[config.mk]
export PLATFORM = sky130hd
export DESIGN_NAME = load_store_unit
export DESIGN_NICKNAME = d
export VERILOG_FILES = /design/src/rtl/load_store_unit.sv
export SDC_FILE = /design/constraint.sdc
export NUM_CORES = 1
export LEC_CHECK = 0
export ABC_AREA = 1
export BUFFER_PORTS_ARGS = -buffer_cell sky130_fd_sc_hd__buf_2
export CAP_MARGIN = 5
export CORE_MARGIN = 2
export CORE_UTILIZATION = 54
export DETAILED_ROUTE_END_ITERATION = 12
export MAX_ROUTING_LAYER = met4
export PLACE_DENSITY = 0.9
export SLEW_MARGIN = 15
export SYNTH_ARGS = -nofsm -noshare
export SYNTH_HDL_FRONTEND = slang
export SYNTH_SLANG_ARGS = --single-unit
[constraint.sdc]
create_clock -name i_Clock -period 10.4 [get_ports i_Clock]
set_input_delay 0.52 -clock i_Clock [delete_from_list [all_inputs] [get_ports i_Clock]]
set_output_delay 0.52 -clock i_Clock [all_outputs]
set_load 0.02 [all_outputs]
[src/rtl/load_store_unit.sv]
// load_store_unit
//   Memory stage behind the ALU. It accepts one load or store at a time and
//   drives one request/acknowledge data-bus transaction for it. Load data is
//   aligned and sign- or zero-extended before it goes to writeback. Faults are
//   reported on o_Fault and never trap.
//
// Ports
//   i_Clock, i_Reset         clock (rising edge), asynchronous active-high reset
//   i_Valid / o_Ready        execute handshake; an op transfers on i_Valid && o_Ready
//   i_IsStore, i_Funct3      operation kind and access size
//   i_Address, i_StoreData   effective address and rs2 value
//   i_Rd                     load destination register
//   o_MemReq .. o_MemByteEn  bus request: word address, write data, byte enables
//   i_MemAck, i_MemRdata     bus completion and read word
//   o_Done .. o_FaultAddr    one-cycle completion record for writeback
//
// Parameter
//   ACK_TIMEOUT  number of request cycles to wait for i_MemAck before a bus
//                timeout fault is reported; 0 means wait forever

module load_store_unit #(
    parameter int unsigned ACK_TIMEOUT = 255
) (
    input  logic        i_Clock,
    input  logic        i_Reset,
    input  logic        i_Valid,
    output logic        o_Ready,
    input  logic        i_IsStore,
    input  logic [2:0]  i_Funct3,
    input  logic [31:0] i_Address,
    input  logic [31:0] i_StoreData,
    input  logic [4:0]  i_Rd,
    output logic        o_MemReq,
    output logic        o_MemWe,
    output logic [31:0] o_MemAddr,
    output logic [31:0] o_MemWdata,
    output logic [3:0]  o_MemByteEn,
    input  logic        i_MemAck,
    input  logic [31:0] i_MemRdata,
    output logic        o_Done,
    output logic        o_DoneWrite,
    output logic [4:0]  o_DoneRd,
    output logic [31:0] o_DoneData,
    output logic [1:0]  o_Fault,
    output logic [31:0] o_FaultAddr
);

    localparam logic [1:0] ST_IDLE = 2'b00;
    localparam logic [1:0] ST_REQ  = 2'b01;
    localparam logic [1:0] ST_DONE = 2'b10;

    localparam logic [1:0] FLT_OK      = 2'b00;
    localparam logic [1:0] FLT_MISALGN = 2'b01;
    localparam logic [1:0] FLT_TIMEOUT = 2'b10;
    localparam logic [1:0] FLT_ILLEGAL = 2'b11;

    localparam int unsigned CNT_W = (ACK_TIMEOUT > 1) ? $clog2(ACK_TIMEOUT + 1) : 1;
    // Counter value seen during the last permitted request cycle.
    localparam logic [CNT_W-1:0] CNT_LAST = CNT_W'(ACK_TIMEOUT - 1);

    // Store data is replicated across every lane the access could hit, so
    // the bus only needs byte enables to pick the target bytes.
    function automatic logic [31:0] fmt_wdata(input logic [2:0] f3, input logic [31:0] d);
        case (f3[1:0])
            2'b00:   fmt_wdata = {4{d[7:0]}};
            2'b01:   fmt_wdata = {2{d[15:0]}};
            default: fmt_wdata = d;
        endcase
    endfunction

    function automatic logic [3:0] fmt_byteen(input logic [2:0] f3, input logic [1:0] a);
        case (f3[1:0])
            2'b00:   fmt_byteen = 4'b0001 << a;
            2'b01:   fmt_byteen = a[1] ? 4'b1100 : 4'b0011;
            default: fmt_byteen = 4'b1111;
        endcase
    endfunction

    // Shift the addressed lane down to bit 0, then extend to the access size.
    function automatic logic [31:0] fmt_load(input logic [2:0] f3, input logic [1:0] a,
                                             input logic [31:0] rd_word);
        logic [31:0] lane;
        lane = rd_word >> {a, 3'b000};
        case (f3)
            3'b000:  fmt_load = {{24{lane[7]}}, lane[7:0]};
            3'b001:  fmt_load = {{16{lane[15]}}, lane[15:0]};
            3'b100:  fmt_load = {24'h0, lane[7:0]};
            3'b101:  fmt_load = {16'h0, lane[15:0]};
            default: fmt_load = lane;
        endcase
    endfunction

    function automatic logic [1:0] check_fault(input logic st, input logic [2:0] f3,
                                               input logic [1:0] a);
        if (f3 == 3'b011 || f3 == 3'b110 || f3 == 3'b111 || (st && f3[2]))
            check_fault = FLT_ILLEGAL;
        else if ((f3[1:0] == 2'b01 && a[0]) || (f3[1:0] == 2'b10 && a != 2'b00))
            check_fault = FLT_MISALGN;
        else
            check_fault = FLT_OK;
    endfunction

    logic [1:0]       state;
    logic [CNT_W-1:0] cnt;
    logic             is_store;
    logic [2:0]       funct3;
    logic [31:0]      addr;
    logic [31:0]      wdata;
    logic [3:0]       byteen;
    logic [4:0]       rd;
    logic [1:0]       fault;
    logic [31:0]      ld_data;
    logic [1:0]       acc_fault;

    assign acc_fault = check_fault(i_IsStore, i_Funct3, i_Address[1:0]);

    always_ff @(posedge i_Clock or posedge i_Reset) begin
        if (i_Reset) begin
            state    <= ST_IDLE;
            cnt      <= '0;
            is_store <= 1'b0;
            funct3   <= 3'b000;
            addr     <= 32'h0;
            wdata    <= 32'h0;
            byteen   <= 4'h0;
            rd       <= 5'h0;
            fault    <= FLT_OK;
            ld_data  <= 32'h0;
        end else begin
            case (state)
                ST_IDLE: begin
                    if (i_Valid) begin
                        is_store <= i_IsStore;
                        funct3   <= i_Funct3;
                        addr     <= i_Address;
                        wdata    <= fmt_wdata(i_Funct3, i_StoreData);
                        byteen   <= fmt_byteen(i_Funct3, i_Address[1:0]);
                        rd       <= i_Rd;
                        fault    <= acc_fault;
                        ld_data  <= 32'h0;
                        cnt      <= '0;
                        state    <= (acc_fault != FLT_OK) ? ST_DONE : ST_REQ;
                    end
                end
                ST_REQ: begin
                    // An ack on the final permitted cycle still completes normally.
                    if (i_MemAck) begin
                        if (!is_store)
                            ld_data <= fmt_load(funct3, addr[1:0], i_MemRdata);
                        state <= ST_DONE;
                    end else if (ACK_TIMEOUT != 0 && cnt == CNT_LAST) begin
                        fault <= FLT_TIMEOUT;
                        state <= ST_DONE;
                    end else begin
                        cnt <= cnt + 1'b1;
                    end
                end
                ST_DONE: state <= ST_IDLE;
                default: state <= ST_IDLE;
            endcase
        end
    end

    // Ready is gated by the reset input itself so that it reads 0 while reset
    // is asserted, even though the state is already IDLE.
    assign o_Ready     = (state == ST_IDLE) && !i_Reset;
    assign o_MemReq    = (state == ST_REQ);
    assign o_MemWe     = o_MemReq && is_store;
    assign o_MemAddr   = o_MemReq ? {addr[31:2], 2'b00} : 32'h0;
    assign o_MemWdata  = (o_MemReq && is_store) ? wdata : 32'h0;
    assign o_MemByteEn = o_MemReq ? byteen : 4'h0;

    assign o_Done      = (state == ST_DONE);
    assign o_DoneWrite = o_Done && !is_store && (fault == FLT_OK) && (rd != 5'd0);
    assign o_DoneRd    = o_Done ? rd : 5'd0;
    assign o_DoneData  = o_Done ? ld_data : 32'h0;
    assign o_Fault     = o_Done ? fault : FLT_OK;
    assign o_FaultAddr = o_Done ? addr : 32'h0;

endmodule

Yosys cells after proc, flatten, opt, wreduce, memory -nomap -nowiden. Index checks and enable logic that the tools add are counted.

Flip-flop bits (word level): 121. Bits in latches: 0. Memory bits (writable): 0. Bits in read-only memories: 0. Bits of input ports: 109. Output and inout port bits: 144. Word-level logic and storage cells: 87. Memories: 0.

Add/sub/neg operators: 1. Multipliers: 0. Div/mod/pow operators: 0. Order comparisons: 0. Equal/unequal tests: 18. Shifts and indexed selects: 2. Multiplexer cells: 29. Bitwise logic cells: 0. Reductions and logical operators: 27.

Operators by type and width (count): $mux 32 (7); $pmux 32 s2 (2); $pmux 32 s4 (1); $shr 32x5->32 (1); $mux 8 (3); $mux 2 (8); $pmux 8 s2 (1); $eq 3x3->1 const B (4); $reduce_and 4->1 (3); $add 8x1->8 const B (1); $eq 8x8->1 const B (1); $logic_and 1x1->1 (8); $mux 4 (2); $ne 2x2->1 const B (4); $pmux 2 s2 (2); $pmux 4 s2 (1); $logic_not 2->1 (3); $reduce_bool 2->1 (3); $mux 5 (1); $reduce_bool 5->1 (1); $eq 2x1->1 const B (2); $eq 2x2->1 const B (2); $logic_or 1x1->1 (4); $ne 2x1->1 const B (2); other kinds (8) (10).

Logic depth before layout (Yosys ltp).
Depth after elaboration: 9. Mapped depth: 10. Gate-level depth less buffers: 9.

Worst setup path after synthesis. OpenSTA, ideal clock, no wires.

Path kind: reg2out. Start point: register state[1]. End point: output o_MemWdata[10]. Data arrival time: 1.573 ns. Slack: 8.307 ns. Stages on the path, launching flop included: 7. Cells stage by stage: dfrtp_1 -> inv_1 -> nand2_4 -> nor2_2 -> inv_1 -> clkbuf_1 -> nor2_1.

Word-level cells in the longest chain between the ends: 3.

RTL lines: start, declared (RTL line 103) `logic [1:0] state;`; start signal, assigned (RTL line 142) `state <= (acc_fault != FLT_OK) ? ST_DONE : ST_REQ;`; $eq 2x1->1 (RTL line 167) `assign o_MemReq = (state == ST_REQ);`; $logic_and 1x1->1; net o_MemWe (RTL line 34) `output logic o_MemWe,`; $mux 32 (RTL line 170) `assign o_MemWdata = (o_MemReq && is_store) ? wdata : 32'h0;`; end, declared (RTL line 36) `output logic [31:0] o_MemWdata,`.

The timed path passes the listed nets, and every way through them passes these cells.

Final worst setup path.
Start point: register state[1]. End point: output o_MemWdata[12].

Word-level cells in the longest chain between the ends: 3.

RTL lines (RTL line): $eq 2x1->1 (167); $logic_and 1x1->1 (170); $mux 32 (170).

Every way passes these cells.

==> out/results.tsv <==
metric	value	unit
status	finished, final reports clean	
min cycle time layout	2850	ps
Compound-Gate Fraction of Synth Area	12.6	%
sequential share of the synthesized area	45.8	%
area share of fa/ha/maj cells after synthesis	0.379	%
share of post-route cells with drive strength above 1	25.2	%
Worst R2R Start	state[0]	
Global Route Usage Sum	30.2	%
WP data arrival	2330	ps
IO Port Bufs	250	
Yosys reg bits	121	
largest net degree at the start of global routing	97	
CP Capture Type	output pin	
Initial Util	55.3	%
core area	12000	sq um
register area	3030	sq um
placed cells	1298	
num rows	40	
Cell Area, Synth	6610	sq um
CTS resizes	0	
wire per inst	14.1	microns
Layout Skew	6.88	ps
Max IR drop VDD	0.000206	V
Final ANT Viol Nets	0	
Final Hold Fails	0	
asr flop ratio synth	100	%
# DRC	0	
Clk pin slew, worst setup/hold paths	50	ps
pwr dens	285	nW/um^2
total grt overflow	0	
XOR/XNOR Fraction of Synth Area	0.133	%
DRT Wirelength	18.8	mm
Setup CP Type	register to output pin	
DPL Wire Length	13.6	mm
TNS Setup	0	ps
DIE HEIGHT	115	microns
CP max stage cell	dfrtp_1	
reg2reg setup slack	7780	ps
Post-Synth Simple-Gate Area	29.6	%
CP startpoint kind	register	
Die W	115	microns
synth unique cells	31	
Die ar.	13100	sq um
DR vias/cell	5.19	
top-count cell post-synth	nand2_1	
first-pass GRT wire length	30.1	mm
Yosys top cell area share	45.8	%
most area-hungry cell type in the Yosys netlist	dfrtp_1	
fin. max-slew vios	0	
CP top delay family	buffers and inverters	
I/O pin count	253	
Setup Fix Bufs, Post-CTS	0	
CTS tree	yes	
Slew HR	31.9	%
clock buffer count from CTS	17	
Synth Flop Type	dfrtp_1	
H-tree levels	4	
root buffer cell	clkbuf_16	
max_cap viols	0	
CP cell instances	inv_1 > nand2_4 > nor2_2 > inv_1 > nor2_1 > buf_2	
unrepaired setup endpoints after global routing	false	
# clock sinks	121	
R2R depth	5	
Vias	6904	
reg2reg end	wdata[26]	
nets	1281	
Least-Margin Pin Slew	1020	ps
EDFF count, synth	0	
vias in the first global route	6264	
Max Fanout on Critical Path	37	
slowest stage delay, CP	400	ps
Setup Viol. Count Final	0	
Leakage	4.80	nW
top cells by count, synth	265 x nand2_1, 165 x nor2_1, 125 x inv_1	
Worst Hold Class	input pin to asynchronous set/reset pin	
required time worst endpoint	9880	ps
top cells by area, synth	dfrtp_1 46%, nand2_1 15%, nor2_1 9.4%	
fin cells	1330	
Syn Inst Count	951	
syn_area_per_cell	6.95	sq um
DRT iter0 DRCs	566	
WP buf/inv	3	
clock tree buffer depth	2	
Final Cycle Share	27.4	%
area of the multi-input gates	2830	sq um
fmax	350	MHz
Worst-Skew Late Latency	410	ps
YS warnings	0	
Filler cells	998	
RePlAce Congestion	0.935	
Layout area overhead	27.6	%
hold-fix buffers at CTS	0	
First-pass DRT Iterations	5	
initial antenna violation count	1	
post-synthesis mux area share	0	%
largest family of logic cells by synthesized area	simple AND/OR/NAND/NOR gates	
most frequent CP cell	inv_1	
-- per-stage QoR --
step	utilization (%)	hold slack [ps]	instance area, sq um	power, mW	worst slack, ps
3_3_place_gp	65.4	464	7830	1.76	7970
5_1_grt	70.5	203	8430	2.58	7300
6_report	70.5	171	8430	2.40	7550
4_1_cts	70.5	175	8430	2.41	7560
3_5_place_dp	65.4	468	7830	1.80	7810
2_1_floorplan	-	449	6610	1.52	6670
-- cell families after synthesis --
family,after synthesis
fa+ha+maj,2
buf+inv,187
other cells,1
xor+xnor,1
simple gates,491
flops,121
compound gates,148
-- where the power goes --
group	switching (mW)	internal, mW	leakage [nW]
combinational	0.740	0.299	2.98
clock	0.199	0.399	0.299
sequential	0.106	0.658	1.52
-- cell usage in the layout (no fill, tap or decap), types with 2 or more instances in the layout --
cell type / n
nand3_1: 47
ha_1: 2
o21ai_0: 76
buf_4: 4
nor3_1: 2
buf_2: 250
dfrtp_1: 121
nand4_1: 3
nand2_2: 2
o211ai_1: 9
a22oi_1: 9
clkbuf_16: 17
bufinv_16: 3
a41oi_1: 8
nor2_1: 165
nand3_2: 2
nor2_2: 2
conb_1: 2
a31oi_1: 9
inv_2: 5
nand2_1: 265
o21bai_1: 2
clkbuf_8: 4
inv_1: 124
clkbuf_1: 2
clkinv_2: 5
a21oi_1: 34
-- flip-flops by register name (all words and copies together) (netlist names) --
| register | flops |
|---|---|
| state | 2 |
| ld_data | 32 |
| is_store | 1 |
| fault | 2 |
| funct3 | 3 |
| addr | 32 |
| byteen | 4 |
| wdata | 32 |
| rd | 5 |
| cnt | 8 |
-- how the worst max path moves through the flow --
| stage | end | slack, ps | cells past startpoint | from |
|---|---|---|---|---|
| 3_3_place_gp | wdata[24] | 7970 | 5 | state[0] |
| 4_1_cts | o_MemWdata[26] | 7560 | 6 | state[1] |
| 6_report | o_MemWdata[12] | 7550 | 6 | state[1] |
| 2_1_floorplan | addr[0] | 6670 | 1 | i_Reset |
| 3_5_place_dp | wdata[26] | 7810 | 5 | state[0] |
| 5_1_grt | o_MemWdata[29] | 7300 | 6 | state[1] |
-- final cells by class --
class / count / share of cell area, %
Inverter: 132 / 5.92
Clock buffer: 23 / 5.79
Antenna cell: 1 / 0.0297
Tap cell: 147 / 2.18
Multi-Input combinational cell: 644 / 33.6
Timing Repair Buffer: 254 / 15.2
Sequential cell: 121 / 35.9
Clock inverter: 8 / 1.39
-- per-layer routing --
layer / GRT usage, % / wire length, microns / up-vias
li1: - / - / 3386
met1: 37.1 / 7640 / 3143
met2: 48.7 / 9080 / 339
met3: 7.09 / 1620 / 36
met4: 11.2 / 476 / 0
met5: - / 0 / -
(Power assumes the default switching activity.)
